### src/rtl/reg_scoreboard.sv
`default_nettype none
// ============================================================================
// Module   : reg_scoreboard
// Purpose  : RAW/WAW hazard controller for the integer register file. Tracks
//            in-flight destination writes per register, holds issue until all
//            sources and the destination slot are clear, and flags writebacks
//            that have no matching issued write.
// Options  : REG_SCOREBOARD_STATS_EN - adds a saturating stall-cycle counter;
//            when undefined, stall_cycles is tied to zero.
// Revision : 1.0 - initial release
// ============================================================================
module reg_scoreboard #(
    parameter int NUM_REGS    = 32,
    parameter int REG_IDX_W   = 5,
    parameter int MAX_PENDING = 3
) (
    input  logic                 clock,
    input  logic                 reset_n,
    input  logic                 issue_valid,
    output logic                 issue_ready,
    input  logic [REG_IDX_W-1:0] issue_rs1,
    input  logic                 issue_rs1_used,
    input  logic [REG_IDX_W-1:0] issue_rs2,
    input  logic                 issue_rs2_used,
    input  logic [REG_IDX_W-1:0] issue_rd,
    input  logic                 issue_rd_write,
    input  logic                 wb_valid,
    input  logic [REG_IDX_W-1:0] wb_rd,
    input  logic                 flush,
    output logic [NUM_REGS-1:0]  busy_mask,
    output logic                 error,
    output logic [31:0]          stall_cycles
);

    localparam int                c_cnt_w   = $clog2(MAX_PENDING + 1);
    localparam logic [c_cnt_w-1:0] c_max_cnt = c_cnt_w'(MAX_PENDING);

    // Flat view of all per-register counts; x0 is permanently zero.
    logic [c_cnt_w-1:0] w_count [NUM_REGS];
    logic               w_rs1_hazard;
    logic               w_rs2_hazard;
    logic               w_rd_full;
    logic               w_fire;
    logic               w_orphan_wb;
    logic               r_error;

    assign w_count[0]   = '0;
    assign busy_mask[0] = 1'b0;

    // Readiness uses registered counts only, so a writeback in the same cycle
    // cannot release a waiting source (the register file would still return
    // the old value).
    assign w_rs1_hazard = issue_rs1_used && (issue_rs1 != '0) && (w_count[issue_rs1] != '0);
    assign w_rs2_hazard = issue_rs2_used && (issue_rs2 != '0) && (w_count[issue_rs2] != '0);
    assign w_rd_full    = issue_rd_write && (issue_rd != '0) && (w_count[issue_rd] == c_max_cnt);
    assign issue_ready  = !(w_rs1_hazard || w_rs2_hazard || w_rd_full || flush);
    assign w_fire       = issue_valid && issue_ready;

    // Writeback to x1..xN that has nothing in flight; x0 is ignored.
    assign w_orphan_wb  = wb_valid && (wb_rd != '0) && (w_count[wb_rd] == '0);

    generate
        for (genvar gi = 1; gi < NUM_REGS; gi++) begin : g_reg
            logic [c_cnt_w-1:0] r_cnt;
            logic               w_inc;
            logic               w_dec;

            assign w_inc = w_fire && issue_rd_write && (issue_rd == REG_IDX_W'(gi));
            assign w_dec = wb_valid && (wb_rd == REG_IDX_W'(gi)) && (r_cnt != '0);

            // Pending-write counter: flush wins, simultaneous issue+wb cancel.
            always_ff @(posedge clock or negedge reset_n) begin
                if (!reset_n) begin
                    r_cnt <= '0;
                end else if (flush) begin
                    r_cnt <= '0;
                end else if (w_inc && !w_dec) begin
                    r_cnt <= r_cnt + 1'b1;
                end else if (w_dec && !w_inc) begin
                    r_cnt <= r_cnt - 1'b1;
                end
            end

            assign w_count[gi]   = r_cnt;
            assign busy_mask[gi] = (r_cnt != '0);
        end
    endgenerate

    // Sticky error on an unmatched writeback; a flush cycle ignores writeback.
    always_ff @(posedge clock or negedge reset_n) begin
        if (!reset_n) begin
            r_error <= 1'b0;
        end else if (!flush && w_orphan_wb) begin
            r_error <= 1'b1;
        end
    end

    assign error = r_error;

`ifdef REG_SCOREBOARD_STATS_EN
    logic [31:0] r_stall_cycles;

    // Count cycles where decode is blocked by a hazard (not by a flush).
    always_ff @(posedge clock or negedge reset_n) begin
        if (!reset_n) begin
            r_stall_cycles <= '0;
        end else if (issue_valid && !issue_ready && !flush && (r_stall_cycles != 32'hFFFF_FFFF)) begin
            r_stall_cycles <= r_stall_cycles + 32'd1;
        end
    end

    assign stall_cycles = r_stall_cycles;
`else
    assign stall_cycles = 32'd0;
`endif

endmodule
`default_nettype wire

### config.mk
export PLATFORM = sky130hd
export DESIGN_NAME = reg_scoreboard
export DESIGN_NICKNAME = d
export VERILOG_FILES = /design/src/rtl/reg_scoreboard.sv
export SDC_FILE = /design/constraint.sdc
export NUM_CORES = 1
export LEC_CHECK = 0
export ABC_AREA = 1
export CAP_MARGIN = 40
export CORE_MARGIN = 10
export CORE_UTILIZATION = 40
export CTS_CLUSTER_DIAMETER = 150
export DETAILED_ROUTE_END_ITERATION = 10
export PLACE_DENSITY = 0.63
export SETUP_SLACK_MARGIN = 0.4
export SYNTH_ARGS = -nofsm -noshare
export SYNTH_HDL_FRONTEND = slang
export SYNTH_SLANG_ARGS = --single-unit
### constraint.sdc
create_clock -name clock -period 5.55 [get_ports clock]
set_input_delay 1.11 -clock clock [delete_from_list [all_inputs] [get_ports clock]]
set_output_delay 1.11 -clock clock [all_outputs]
set_load 0.05 [all_outputs]
# Word-level counts from Yosys, hierarchy flattened
# Index checks and enable logic that the tools add are counted.
# totals
register_bits,63
latchBits,0
mem_bits_rw,0
rom_bits,0
inputBits,28
word_cells,572
memories,0
# classes
add_sub_neg,62
multipliers,0
div,0
n_lt_le_gt_ge,4
n_eq_ne,63
shift,0
muxes,105
n_bitwise,4
n_reduce_logical,302
# op_table
operator,count
2-bit 2-to-1 mux,101
1-bit logical AND,166
"5-bit == test, second input constant",32
3-bit nonzero test,31
"5-bit by 4-bit == test with 1-bit output, second input constant",16
2-bit nonzero test,33
1-bit logical NOT,64
"2-bit by 1-bit adder with 2-bit output, second input constant",31
"2-bit by 1-bit subtractor with 2-bit output, second input constant",31
2-bit binary-select mux with 5-bit select,4
"5-bit by 3-bit == test with 1-bit output, second input constant",8
"6-bit >= comparator, second input constant",4
5-bit NOT with 6-bit output,4
"5-bit by 2-bit == test with 1-bit output, second input constant",4
5-bit nonzero test,4
"5-bit by 1-bit == test with 1-bit output, second input constant",2
1-bit logical OR,3
"2-bit == test, second input constant",1
2-bit logical NOT,1

# Logic depth before layout (Yosys ltp)
# Gate-level depths: netlist (run 1).
# depth
ltp_word,18
mapped_depth,21

# Worst setup path before layout (run 1)
# No wires, ideal clock.
# synth_timing
path_kind,input-to-output
startpoint,in issue_rd[1]
endpoint,out issue_ready
arrival_ps,2455
path_slack_ps,1985
cell_stages,13
n_path_buf,2
path_cell_list,buf_4 > buf_4 > nand3_1 > nand3_1 > nand2_1 > inv_1 > nor2_1 > nand2_1 > nand3_1 > nand2_1 > nand2_2 > nand3_2 > inv_1
# synth_via
elab_chain_len,9
# synth_rtl
element,line,rtl
from (decl),25,"input logic [REG_IDX_W-1:0] issue_rd,"
5-bit NOT with 6-bit output (implied by the code),55,assign w_rd_full = issue_rd_write && (issue_rd != '0) && (w_count[issue_rd] == c_max_cnt);
2-bit binary-select mux with 5-bit select,55,
2-bit 2-to-1 mux (implied by the code) (2 in a row),55,
2-bit == test,55,
1-bit logical AND *,55,
1-bit logical OR * (2 in a row),56,assign issue_ready = !(w_rs1_hazard || w_rs2_hazard || w_rd_full || flush);
1-bit logical NOT *,56,
to (decl),20,"output logic issue_ready,"
# Mark *: on every way between the ends. The rest lies on a longest branch, timed or not. The select of a mux whose other input is x is not followed.

# Worst setup path after layout (run 1)
# layout_timing
startpoint,in issue_rs1[0]
endpoint,out issue_ready
# layout_via
elab_chain_len,10
# layout_rtl
element,line,rtl
from (decl),21,"input logic [REG_IDX_W-1:0] issue_rs1,"
5-bit NOT with 6-bit output (implied by the code),53,assign w_rs1_hazard = issue_rs1_used && (issue_rs1 != '0) && (w_count[issue_rs1] != '0);
2-bit binary-select mux with 5-bit select,53,
2-bit 2-to-1 mux (implied by the code) (2 in a row),53,
2-bit nonzero test,53,
1-bit logical AND *,53,
1-bit logical OR * (3 in a row),56,
1-bit logical NOT *,56,
# Marks and branches as above.

==> impl_metrics.xml, run 1 <==
<?xml version="1.0" encoding="UTF-8"?>
<metrics>
  <group name="final_layout">
    <metric name="layout-drive-gt1-share" unit="%">8.119</metric>
    <metric name="total_number_of_nets_in_the_final_design" unit="">1230</metric>
    <metric name="num_antenna_cells" unit="">0</metric>
    <metric name="postLayoutCellArea" unit="sq um">7724</metric>
    <metric name="layout-area-overhead-vs-synth" unit="%">13.50</metric>
  </group>
  <group name="floorplan">
    <metric name="core_area" unit="sq um">16640</metric>
    <metric name="die_w" unit="um">150.4</metric>
    <metric name="floorplan.initialDensity" unit="%">40.89</metric>
    <metric name="row_count" unit="">47</metric>
    <metric name="io_pins" unit="">94</metric>
    <metric name="die_h" unit="um">150.4</metric>
    <metric name="fp.dieArea" unit="sq um">22630</metric>
  </group>
  <group name="sta">
    <metric name="min_period" unit="ps">4380</metric>
    <metric name="tightestPinTransition" unit="ps">853.6</metric>
    <metric name="report.final.hold_viol_count" unit="">0</metric>
    <metric name="min_period_over_period" unit="%">78.92</metric>
    <metric name="fin_skew" unit="ps">10.48</metric>
    <metric name="slew_headroom" unit="%">43.03</metric>
    <metric name="finalSetupTns" unit="ps">0</metric>
    <metric name="rsz0062_at_grt" unit="">false</metric>
    <metric name="maxSlewViolCount" unit="">0</metric>
    <metric name="achievable-frequency" unit="MHz">228.3</metric>
    <metric name="setup_violations" unit="">0</metric>
  </group>
  <group name="worst_hold_path">
    <metric name="holdPathEnd" unit="">error</metric>
    <metric name="worst_hold_path.num_cells" unit="">2</metric>
    <metric name="hold_path.class" unit="">flip-flop to flip-flop</metric>
    <metric name="hp-start" unit="">error</metric>
  </group>
  <group name="critical_path">
    <metric name="required_time_at_the_endpoint_of_the_critical_path" unit="ps">4440</metric>
    <metric name="timing.rr.start" unit="">g_reg[21].r_cnt[0]</metric>
    <metric name="worst-r2r-cell-count" unit="">14</metric>
    <metric name="worstReg2RegEnd" unit="">g_reg[21].r_cnt[1]</metric>
    <metric name="timing.critical_path.to_type" unit="">primary output</metric>
    <metric name="cp_max_fo" unit="">7</metric>
    <metric name="worstSetupStartpointType" unit="">input port</metric>
    <metric name="cp_data_arrival_time" unit="ps">3270</metric>
    <metric name="reg2reg_slack" unit="ps">2440</metric>
    <metric name="worstSetupPathType" unit="">input port to primary output</metric>
  </group>
  <group name="detailed_routing">
    <metric name="detailedRoute.firstIterationViolations" unit="">892</metric>
    <metric name="first_pass_iters" unit="">6</metric>
    <metric name="drt_wl_total" unit="um">25240</metric>
    <metric name="via_count" unit="">7827</metric>
    <metric name="ant_nets" unit="">0</metric>
    <metric name="post-route-drc-count" unit="">0</metric>
    <metric name="average_via_count_per_standard_cell" unit="">5.485</metric>
    <metric name="drt-wirelength-per-cell" unit="um">17.68</metric>
  </group>
  <group name="synthesis">
    <metric name="synth_most_common_cell" unit="">nand2_1</metric>
    <metric name="synth_simple_gate_area_share" unit="%">54.50</metric>
    <metric name="synth_commonest_cells" unit="">363 x nand2_1, 169 x nor2_1, 135 x inv_1, 78 x nand3_1, 69 x nand4_1</metric>
    <metric name="synth_area" unit="sq um">6805</metric>
    <metric name="netlist-cell-type-count" unit="">37</metric>
    <metric name="synth_ff_type" unit="">dfrtp_1</metric>
    <metric name="count_of_state_elements_after_synthesis" unit="">63</metric>
    <metric name="synth.area.top_cells" unit="">dfrtp_1 23%, nand2_1 20%, nor2_1 9.3%</metric>
    <metric name="synthesis.area_per_instance" unit="sq um">5.867</metric>
    <metric name="synth_edf_count" unit="">0</metric>
    <metric name="synthXorXnorAreaFrac" unit="%">0</metric>
    <metric name="post-synth-top-area-cell" unit="">dfrtp_1</metric>
    <metric name="yosys_warning_count" unit="">0</metric>
    <metric name="multiplexer_share_of_the_synthesized_area" unit="%">0</metric>
    <metric name="synth-adder-area-share" unit="%">0</metric>
    <metric name="synthArstFlopShare" unit="%">100.0</metric>
    <metric name="yosysSeqAreaShare" unit="%">23.17</metric>
    <metric name="synth-compound-area-share" unit="%">7.557</metric>
    <metric name="combinational_family_with_the_most_area_after_synthesis" unit="">simple AND/OR/NAND/NOR gates</metric>
    <metric name="synth.top_cell.area_share" unit="%">23.17</metric>
    <metric name="post_synth_inst_count" unit="">1160</metric>
  </group>
  <group name="clock_network">
    <metric name="cts.sink_count" unit="">63</metric>
    <metric name="max-clock-path-buffers" unit="">2</metric>
    <metric name="hold_buffers" unit="">0</metric>
    <metric name="cts.repair.resized" unit="">0</metric>
    <metric name="worst_skew_pair_later_pin_latency" unit="ps">360</metric>
    <metric name="htreeDepth" unit="">3</metric>
    <metric name="clock_buffers_created_by_tritoncts" unit="">9</metric>
    <metric name="cts_tree" unit="">done</metric>
    <metric name="cts.reportedPaths.clkPinSlew" unit="ps">60</metric>
    <metric name="cts_post_setup_buffers_inserted" unit="">0</metric>
    <metric name="cts_root_buf" unit="">clkbuf_16</metric>
  </group>
  <group name="place">
    <metric name="io_buffer_count" unit="">60</metric>
    <metric name="final_weighted_congestion_of_routability_driven_global_placement" unit="">0.9748</metric>
    <metric name="post-dp-hpwl" unit="um">19190</metric>
    <metric name="detailed_place.area" unit="sq um">7432</metric>
  </group>
  <group name="power_and_ir_drop">
    <metric name="power.net_switching" unit="W">0.0009267</metric>
    <metric name="peakVddDrop" unit="mV">0.1662</metric>
    <metric name="combinational_power_share" unit="%">42.6</metric>
    <metric name="power_leakage" unit="nW">3.694</metric>
    <metric name="clkPwrFrac" unit="%">28.6</metric>
    <metric name="sw_frac_of_total" unit="%">45.26</metric>
    <metric name="power.density" unit="nW/um^2">265.1</metric>
    <metric name="p_int" unit="W">0.001121</metric>
    <metric name="p_seq_share" unit="%">28.9</metric>
  </group>
  <group name="grt">
    <metric name="grt_usage" unit="%">21.96</metric>
    <metric name="grt_pass1_wl" unit="um">39010</metric>
    <metric name="grt_antenna_before_repair" unit="">0</metric>
    <metric name="first_global_vias" unit="">7063</metric>
    <metric name="grt.overflow.total" unit="">0</metric>
    <metric name="largest_net_degree_at_the_start_of_global_routing" unit="">52</metric>
  </group>
  <group name="flow_run">
    <metric name="cap_viol_max_count" unit="">0</metric>
  </group>
  <group name="run_status">
    <metric name="run_status" unit="">complete, no violations</metric>
  </group>
</metrics>
==> worst max path at each step <==
stage | start | endpoint | slack (ps)
after floorplan | issue_rd[1] | issue_ready | 1980
after global placement | issue_rs2[1] | issue_ready | 1230
after detailed placement | issue_rs2[1] | issue_ready | 1240
after CTS | issue_rs2[1] | issue_ready | 1230
after global routing | issue_rs1[0] | issue_ready | 1060
final | issue_rs1[0] | issue_ready | 1170
==> logic make-up (layout without fill, tap and decap cells) <==
kind of cell	count (synthesis)	in the layout
AND/OR/NAND/NOR	791	791
buffers and inverters	211	226
other	1	33
flip-flops	63	63
AO/OA/AOI/OAI	94	94
==> placed cells by master (no fill, tap or decap), types with 4 or more instances in the layout <==
cell type	count
dfrtp_1	63
nor3_1	22
inv_2	4
a41oi_1	4
nand4_1	69
a21oi_1	22
buf_4	10
o21ai_0	16
clkbuf_16	9
clkdlybuf4s50_1	57
nand3_2	39
nor2_2	18
nor2_1	169
nand3b_1	21
conb_1	33
inv_1	134
o21ai_1	43
nand2_1	363
nand3_1	78
==> critical path, cell delays in order <==
cell,delay [ps]
clkdlybuf4s50_1,480
nor2_1,530
nand2_1,120
nand2_1,90
nor2_1,40
nand2_1,60
nand3_1,80
nand3_1,90
nand3_1,100
nand2_1,120
inv_1,70
nand3_2,130
inv_1,90
buf_12,150
==> power by group through the flow <==
stage / logic [W] / clock network (W) / registers, W
2_1_floorplan: 0.000615 / 0 / 0.000572
3_3_place_gp: 0.000849 / 0 / 0.000597
3_5_place_dp: 0.000856 / 0 / 0.000598
4_1_cts: 0.000861 / 0.000589 / 0.000590
5_1_grt: 0.000946 / 0.000611 / 0.000600
6_report: 0.000871 / 0.000585 / 0.000591
==> per-layer routing <==
layer  part of all wire, %  vias to the layer above  GRT usage [%]
met5                     0                        -              0
li1                      -                     3776              -
met1                    41                     3576          28.44
met3                    11                       66          4.112
met2                    45                      409          35.41
met4                   3.3                        0          8.406
==> metrics by stage <==
step | cells | power, W | hold WS (ps) | utilization, % | worst slack [ps]
2_1_floorplan | 1192 | 0.001187 | 485.2 | - | 1985
4_1_cts | 1427 | 0.002040 | 479.1 | 46.41 | 1235
6_report | 1427 | 0.002048 | 470.9 | 46.41 | 1170
3_3_place_gp | 1409 | 0.001446 | 459.8 | 44.42 | 1229
5_1_grt | 1427 | 0.002156 | 515.2 | 46.41 | 1061
3_5_place_dp | 1411 | 0.001454 | 460.7 | 44.66 | 1235
==> sequential cells by signal, summed over array words and instances (netlist names) <==
signal   flops
error        1
g.r_cnt     62
==> layout make-up <==
class                           count  area, sq um
Clock buffer                       12        246.5
Clock inverter                      4        45.04
Fill cell                        1779         8919
Inverter                          138        518.0
Multi-Input combinational cell    918         4347
Sequential cell                    63         1577
Tap cell                          220        275.3
Timing Repair Buffer               72        715.7
Note: power is estimated with default switching activity, not from simulation.
==> run 2, diff against run 1 <==
- PLACE_DENSITY: 0.63 -> 0.66
- clock period: 5.55 -> 3.9 ns (I/O delays scaled with it)
==> run 2 against run 1 <==
Against the previous run:
- global-route usage increased by 0.43 points
- routed wire length up 0.48%
- die area did not move
- design area increased by 1.8%
- count of clock-buffer cells in the layout increased by 1
- sequential power increased by 41%
- largest power group unchanged
==> impl_metrics.xml, run 2 (synthesized netlist as in run 1, its figures left out) <==
<?xml version="1.0" encoding="UTF-8"?>
<metrics>
  <group name="grt">
    <metric name="grt_antenna_before_repair" unit="">0</metric>
    <metric name="first_global_vias" unit="">7184</metric>
    <metric name="grt_pass1_wl" unit="um">39720</metric>
    <metric name="largest_net_degree_at_the_start_of_global_routing" unit="">56</metric>
    <metric name="grt_usage" unit="%">22.39</metric>
    <metric name="grt.overflow.total" unit="">0</metric>
  </group>
  <group name="power_and_ir_drop">
    <metric name="p_seq_share" unit="%">28.3</metric>
    <metric name="combinational_power_share" unit="%">42.6</metric>
    <metric name="power.net_switching" unit="W">0.001309</metric>
    <metric name="power.density" unit="nW/um^2">374.9</metric>
    <metric name="fin_total_pwr" unit="W">0.002948</metric>
    <metric name="power_leakage" unit="nW">3.792</metric>
    <metric name="clkPwrFrac" unit="%">29.2</metric>
    <metric name="peakVddDrop" unit="mV">0.2813</metric>
    <metric name="sw_frac_of_total" unit="%">44.41</metric>
    <metric name="p_int" unit="W">0.001639</metric>
  </group>
  <group name="clock_network">
    <metric name="cts_root_buf" unit="">clkbuf_16</metric>
    <metric name="hold_buffers" unit="">0</metric>
    <metric name="cts_post_setup_buffers_inserted" unit="">0</metric>
    <metric name="clock_buffers_created_by_tritoncts" unit="">9</metric>
    <metric name="worst_skew_pair_later_pin_latency" unit="ps">350</metric>
    <metric name="cts.sink_count" unit="">63</metric>
    <metric name="max-clock-path-buffers" unit="">2</metric>
    <metric name="cts_tree" unit="">done</metric>
    <metric name="cts.reportedPaths.clkPinSlew" unit="ps">50</metric>
    <metric name="htreeDepth" unit="">3</metric>
  </group>
  <group name="final_layout">
    <metric name="num_antenna_cells" unit="">0</metric>
    <metric name="finish.cell_count_without_fillers" unit="">1438</metric>
    <metric name="layout-drive-gt1-share" unit="%">9.688</metric>
    <metric name="registers.top_by_ff_count" unit="">g.r_cnt</metric>
    <metric name="largest_register_ff_count" unit="">62</metric>
    <metric name="postLayoutCellArea" unit="sq um">7865</metric>
    <metric name="number_of_fillers_in_the_final_layout" unit="">1783</metric>
    <metric name="layout.cells.most_common_list" unit="">361 x nand2_1, 165 x nor2_1, 133 x inv_1</metric>
    <metric name="most_frequent_standard_cell_in_the_layout_excluding_fill_and_tap_cells" unit="">nand2_1</metric>
    <metric name="layout-area-overhead-vs-synth" unit="%">15.57</metric>
    <metric name="total_number_of_nets_in_the_final_design" unit="">1241</metric>
  </group>
  <group name="critical_path">
    <metric name="timing.rr.start" unit="">g_reg[20].r_cnt[0]</metric>
    <metric name="worstSetupPathType" unit="">input port to primary output</metric>
    <metric name="reg2reg_slack" unit="ps">1270</metric>
    <metric name="cp_data_arrival_time" unit="ps">2600</metric>
    <metric name="cp_max_fo" unit="">5</metric>
    <metric name="timing.critical_path.to_type" unit="">primary output</metric>
    <metric name="required_time_at_the_endpoint_of_the_critical_path" unit="ps">3120</metric>
    <metric name="critPathLaunch" unit="">issue_rd[2]</metric>
    <metric name="worstSetupStartpointType" unit="">input port</metric>
  </group>
  <group name="floorplan">
    <metric name="die_h" unit="um">150.4</metric>
    <metric name="floorplan.initialDensity" unit="%">40.89</metric>
    <metric name="io_pins" unit="">94</metric>
    <metric name="row_count" unit="">47</metric>
    <metric name="core_area" unit="sq um">16640</metric>
    <metric name="die_w" unit="um">150.4</metric>
    <metric name="fp.dieArea" unit="sq um">22630</metric>
  </group>
  <group name="sta">
    <metric name="min_period" unit="ps">3383</metric>
    <metric name="slew_headroom" unit="%">50.74</metric>
    <metric name="maxSlewViolCount" unit="">0</metric>
    <metric name="fin_skew" unit="ps">9.947</metric>
    <metric name="tightestPinTransition" unit="ps">739.0</metric>
    <metric name="setup_violations" unit="">0</metric>
    <metric name="min_period_over_period" unit="%">86.75</metric>
    <metric name="achievable-frequency" unit="MHz">295.6</metric>
    <metric name="report.final.hold_viol_count" unit="">0</metric>
    <metric name="hold_ws" unit="ps">470.1</metric>
    <metric name="finalSetupTns" unit="ps">0</metric>
    <metric name="rsz0062_at_grt" unit="">false</metric>
  </group>
  <group name="detailed_routing">
    <metric name="drt-wirelength-per-cell" unit="um">17.63</metric>
    <metric name="average_via_count_per_standard_cell" unit="">5.396</metric>
    <metric name="post-route-drc-count" unit="">0</metric>
    <metric name="via_count" unit="">7760</metric>
    <metric name="ant_nets" unit="">0</metric>
    <metric name="drt_wl_total" unit="um">25360</metric>
    <metric name="first_pass_iters" unit="">5</metric>
    <metric name="detailedRoute.firstIterationViolations" unit="">904</metric>
  </group>
  <group name="place">
    <metric name="io_buffer_count" unit="">60</metric>
    <metric name="final_weighted_congestion_of_routability_driven_global_placement" unit="">0.9815</metric>
    <metric name="post-dp-hpwl" unit="um">19590</metric>
    <metric name="detailed_place.area" unit="sq um">7527</metric>
    <metric name="post-place-cells" unit="">1422</metric>
  </group>
  <group name="worst_hold_path">
    <metric name="hp-start" unit="">error</metric>
    <metric name="hold_path.class" unit="">flip-flop to flip-flop</metric>
  </group>
  <group name="flow_run">
    <metric name="cap_viol_max_count" unit="">0</metric>
  </group>
  <group name="run_status">
    <metric name="run_status" unit="">complete, no violations</metric>
  </group>
</metrics>
[run 2: cell count changes in the layout (fill, tap and decap cells not counted), moves of 3 or more]
cell	change
buf_4	+10
clkdlybuf4s50_1	-6
nor2_1	-4
dlygate4sd2_1	+3
dlymetal6s2s_1	+3
nor2_2	+3
[run 2: path summary, 6_finish.rpt]
| kind | end | cells after the start |
|---|---|---|
| setup / recovery | issue_ready | 11 |
| hold / removal | error | 2 |
| setup reg to reg | g_reg[5].r_cnt[0] | 14 |
| hold reg to reg | error | 2 |
| max in group asynchronous | g_reg[20].r_cnt[0] | 2 |
| min in group asynchronous | g_reg[12].r_cnt[1] | 1 |
[run 2: metal layers]
metal / vias up / wire (um) / global-route usage (%)
li1: 3790 / - / -
met1: 3562 / 10810 / 29.78
met2: 352 / 11450 / 35.52
met3: 56 / 2427 / 4.472
met4: 0 / 670 / 7.240
met5: - / 0 / 0
[run 2: cell type report]
class                   instances  area [sq um]  share of cell area [%]
inverters                     138         518.0                   6.586
well taps                     220         275.3                   3.500
flip-flops and latches         63          1577                   20.04
repair buffers                 83         814.5                   10.36
clock buffers                  13         270.3                   3.436
multi-input cells             918          4370                   55.57
clock inverters                 3         40.04                  0.5091
[run 2: power groups by stage]
| stage | Sequential, W | Combinational [W] | Clock (W) |
|---|---|---|---|
| floorplan | 0.000814 | 0.000876 | 0 |
| global placement | 0.000841 | 0.00123 | 0 |
| detailed placement | 0.000842 | 0.00124 | 0 |
| CTS | 0.000832 | 0.00124 | 0.000875 |
| global route | 0.000848 | 0.00136 | 0.000906 |
| finish | 0.000834 | 0.00125 | 0.000860 |
[run 2: worst max-delay path, stage by stage]
cell,delay [ps]
clkdlybuf4s50_1,580
inv_1,60
nor2_1,310
nand2_1,90
nand2_1,110
nor2_1,60
o21ai_2,170
nand2_2,80
nand3_2,140
inv_2,60
buf_12,150
[run 2: stage by stage]
step / utilization [%] / worst slack, ps
floorplan: - / 994.6
global placement: 45.11 / 295.4
detailed placement: 45.23 / 317.5
CTS: 47.15 / 414.5
global route: 47.26 / 404.4
finish: 47.26 / 516.6
[run 2: timing repair]
item,in CTS,in global routing
endpoints found under the hold margin,0,0
gates resized for setup,9,6
setup endpoints to repair,1,1
